### config.mk
export PLATFORM = sky130hd
export DESIGN_NAME = dec16
export DESIGN_NICKNAME = d
export VERILOG_FILES = /design/src/rtl/dec16.sv
export SDC_FILE = /design/constraint.sdc
export NUM_CORES = 1
export LEC_CHECK = 0
export ABC_AREA = 1
export BUFFER_PORTS_ARGS = -buffer_cell sky130_fd_sc_hd__buf_2
export CAP_MARGIN = 20
export CORE_ASPECT_RATIO = 1.25
export CORE_UTILIZATION = 36
export CTS_BUF_LIST = sky130_fd_sc_hd__clkbuf_4 sky130_fd_sc_hd__clkbuf_8
export CTS_CLUSTER_DIAMETER = 120
export CTS_CLUSTER_SIZE = 12
export DETAILED_ROUTE_END_ITERATION = 10
export GPL_ROUTABILITY_DRIVEN = 0
export HOLD_SLACK_MARGIN = 0.12
export PLACE_DENSITY = 0.71
export SYNTH_ARGS = -nofsm -noshare
export SYNTH_HDL_FRONTEND = slang
export SYNTH_SLANG_ARGS = --single-unit
### constraint.sdc
create_clock -name clk_i -period 2.5 [get_ports clk_i]
set_input_delay 0.125 -clock clk_i [delete_from_list [all_inputs] [get_ports clk_i]]
set_output_delay 0.125 -clock clk_i [all_outputs]
set_load 0.02 [all_outputs]
### src/rtl/dec16.sv
// dec16: loadable down-counter with a one-cycle completion pulse.
//
// A start value is accepted in IDLE. The block then decrements once per enabled
// cycle in COUNT, passes through DONE for exactly one cycle, and returns to IDLE.
// An abort in COUNT returns to IDLE, keeps the count, and does not pulse done.
//
// Ports
//   clk_i         rising-edge clock
//   rst_ni        asynchronous active-low reset
//   load_valid_i  a start value is offered
//   load_data_i   start value (WIDTH bits)
//   load_ready_o  high in IDLE only (decoded from the state register)
//   en_i          decrement enable, used in COUNT only
//   abort_i       cancels a countdown, used in COUNT only
//   count_o       registered current count
//   busy_o        high while in COUNT
//   zero_o        count_o == 0
//   done_o        high for the single cycle spent in DONE
module dec16 #(
  parameter int unsigned WIDTH = 16
) (
  input  logic             clk_i,
  input  logic             rst_ni,
  input  logic             load_valid_i,
  input  logic [WIDTH-1:0] load_data_i,
  output logic             load_ready_o,
  input  logic             en_i,
  input  logic             abort_i,
  output logic [WIDTH-1:0] count_o,
  output logic             busy_o,
  output logic             zero_o,
  output logic             done_o
);

  typedef enum logic [1:0] {
    ST_IDLE  = 2'd0,
    ST_COUNT = 2'd1,
    ST_DONE  = 2'd2
  } state_e;

  state_e           state_q;
  state_e           state_d;
  logic [WIDTH-1:0] count_q;
  logic [WIDTH-1:0] count_d;
  logic             load_fire;

  // Handshake only exists in IDLE, so ready is a pure state decode.
  assign load_fire = load_valid_i && (state_q == ST_IDLE);

  // State register.
  always_ff @(posedge clk_i or negedge rst_ni) begin
    if (!rst_ni) begin
      state_q <= ST_IDLE;
    end else begin
      state_q <= state_d;
    end
  end

  // Count register.
  always_ff @(posedge clk_i or negedge rst_ni) begin
    if (!rst_ni) begin
      count_q <= '0;
    end else begin
      count_q <= count_d;
    end
  end

  // Next-state and next-count logic.
  always_comb begin
    state_d = state_q;
    count_d = count_q;
    unique case (state_q)
      ST_IDLE: begin
        if (load_fire) begin
          count_d = load_data_i;
          state_d = (load_data_i == '0) ? ST_DONE : ST_COUNT;
        end
      end
      ST_COUNT: begin
        // Abort wins over enable; count is left as it stands.
        if (abort_i) begin
          state_d = ST_IDLE;
        end else if (en_i) begin
          // Exit at 1 -> 0 so the counter never wraps.
          if (count_q == WIDTH'(1)) begin
            count_d = '0;
            state_d = ST_DONE;
          end else begin
            count_d = count_q - WIDTH'(1);
          end
        end
      end
      ST_DONE: begin
        state_d = ST_IDLE;
      end
      default: begin
        state_d = ST_IDLE;
      end
    endcase
  end

  // Output decode from registered state and count only.
  always_comb begin
    load_ready_o = 1'b0;
    busy_o       = 1'b0;
    done_o       = 1'b0;
    count_o      = count_q;
    zero_o       = (count_q == '0);
    unique case (state_q)
      ST_IDLE:  load_ready_o = 1'b1;
      ST_COUNT: busy_o       = 1'b1;
      ST_DONE:  done_o       = 1'b1;
      default:  load_ready_o = 1'b0;
    endcase
  end

endmodule

==> results.py <==
metrics = {
    "synth": {
        "synthSimpleGateAreaFrac": 0.380,
        "ys.warnings.count": 0,
        "synth_area_sq_mm": 0.00145,
        "ys_types": 27,
        "synth_compound_area_frac": 0.149,
        "synth_top_family_by_area": "simple AND/OR/NAND/NOR gates",
        "synth.mux.area_fraction": 0,
        "synthCells": 220,
        "ys_ff_latch": 18,
        "synth.avg_cell_area_sq_um": 6.57,
        "synth_fa_ha_area_frac": 0.0260,
        "seq_area_frac_synth": 0.311,
        "synthXorXnorAreaFrac": 0.0424,
        "synthesis.nets": 244,
    },
    "setup_path": {
        "required_ns": 2.38,
        "worst-path-max-fanout": 5,
        "startpoint": "count_o[8]",
        "worstReg2RegStart": "count_o[0]",
        "path_class": "reg -> out",
        "start_kind": "register",
        "end_kind": "output pin",
        "cp.arrival_ns": 1.62,
    },
    "placement": {
        "port_buffers": 40,
        "dpl.hpwl_mm": 2.94,
        "placed_cells": 309,
    },
    "floorplanning": {
        "initial_utilization": 0.379,
        "dieArea_sq_mm": 0.00428,
        "std_cell_rows": 25,
        "die_h_microns": 72.9,
        "die_x_microns": 58.7,
        "fp.coreArea_sq_mm": 0.00382,
        "boundaryPins": 41,
    },
    "grt": {
        "antenna_found_initial": 0,
        "grt_pass1_vias": 1444,
        "gr-total-overflow": 0,
        "grt_pass1_wl_mm": 6.43,
        "grt_max_degree": 22,
        "grtUsageTotal": 0.198,
    },
    "sta": {
        "tightest_slew_ns": 0.598,
        "finalSetupViolCount": 0,
        "hold_viol": 0,
        "rsz0062_at_grt": "no",
        "setup-tns-final_ns": 0,
        "hold_ws_ns": 0.148,
        "fin_crit_sh": 0.698,
        "finalCriticalPeriod_ns": 1.74,
        "relSlewSlack": 0.601,
        "fin_skew_ns": 0.00538,
        "drv_slew": 0,
        "fmax_mhz": 573,
    },
    "cells_and_area": {
        "utilization": 0.450,
        "antenna_cells": 0,
        "drive_gt1_frac": 0.216,
        "stdcell_count": 313,
        "flow.area_growth_from_synthesis_pct": 18.9,
        "mostFrequentLayoutCells": "nand2_1, buf_2, nor2_1, inv_1",
        "fin_nets": 285,
        "fillers": 410,
        "final_common_cell": "nand2_1",
    },
    "power": {
        "leakage_uw": 0.000875,
        "power.total_uw": 2350,
        "p_per_area_mw_per_mm2": 1370,
        "ir_drop_uv": 615,
    },
    "detailed_routing": {
        "drt-vias-per-instance": 4.90,
        "routed_wl_mm": 3.80,
        "vias": 1533,
        "dr.pass1.iters": 4,
        "drc": 0,
        "ant_nets": 0,
        "wire_per_inst_microns": 12.1,
        "drtIter0Drc": 25,
    },
    "clock_tree": {
        "cts_inserted_buffers": 3,
        "cts_tree": "yes",
        "cts_buffer_depth": 2,
        "cts-root-buf": "clkbuf_8",
        "cts_num_sinks": 18,
        "clock_latency_ns": 0.26,
        "path_clk_slew_ns": 0.07,
        "h-tree-depth": 1,
    },
    "run": {
        "cap_viol_max_count": 0,
    },
    "status": {
        "status": "complete, no violations",
    },
    "worst_hold_path": {
        "min_path_type": "in -> reg",
        "hp-start": "load_data_i[1]",
    },
}
## path summary, 6_finish.rpt
| path | end | slack [ns] | cells after the start |
|---|---|---|---|
| hold / removal | count_o[1] | 0.15 | 3 |
| setup / recovery | zero_o | 0.76 | 4 |
| hold reg to reg | count_o[11] | 0.57 | 2 |
| min in group asynchronous | count_o[12] | 0.35 | 2 |
| max in group asynchronous | count_o[6] | 1.84 | 2 |
| setup reg to reg | count_o[8] | 0.84 | 7 |
## layout make-up
type | count | area, sq um | area share
repair buffers | 41 | 210 | 0.122
well taps | 54 | 67.6 | 0.0393
inverters | 23 | 86.3 | 0.0502
flip-flops and latches | 18 | 450 | 0.262
multi-input cells | 174 | 863 | 0.502
clock buffers | 3 | 41.3 | 0.0240
## per-layer routing
metal / track usage / part of all wire
met2: 0.352 / 0.50
met4: 0.0661 / 0.018
met3: 0.0230 / 0.042
met1: 0.246 / 0.44
met5: 0 / 0
## sequential cells by signal, indices dropped and copies added, names as in the netlist
name     cells
state_q      2
count_o     16
## cell usage after synthesis (all sizes together)
master	number	share of area
nor4b	1	0.0061
buf	5	0.032
inv	23	0.060
nor3	2	0.0069
nand3b	1	0.0052
nand4	2	0.0086
a21boi	9	0.047
ha	3	0.026
nand2	73	0.20
a21oi	19	0.068
o211ai	1	0.0052
o21ai	6	0.029
nor2	37	0.10
dfrtp	18	0.31
or2	4	0.017
xor2	7	0.042
nand3	9	0.031
## critical path: stages, from the launching register on
cell	delay, ns
dfrtp_1	0.44
nor2_2	0.23
nand4_1	0.11
nor4b_1	0.35
buf_2	0.24
## metrics by stage
| step | instance area, sq um | worst slack, ns |
|---|---|---|
| floorplan | 1450 | 0.851 |
| global route | 1720 | 0.678 |
| detailed placement | 1670 | 0.858 |
| global placement | 1670 | 0.866 |
| CTS | 1720 | 0.798 |
| finish | 1720 | 0.755 |
## report_power, final
part,switching (uW),internal (uW),total (uW)
sequential,190,449,639
clock,102,107,209
combinational,992,510,1500
## timing repair
| action | in CTS | in global routing |
|---|---|---|
| gates resized for setup | 0 | 0 |
| hold buffers | 1 | 0 |
| endpoints found under the hold margin | 18 | 0 |
| setup buffers | 0 | 0 |
## kinds of logic after synthesis
logic type,Yosys count
AOI/OAI and AO/OA,35
xor gates and xnor gates,7
adders and majority gates,3
buffers and inverters,28
DFF,18
and+or+nand+nor,129
(Power assumes the default switching activity.)
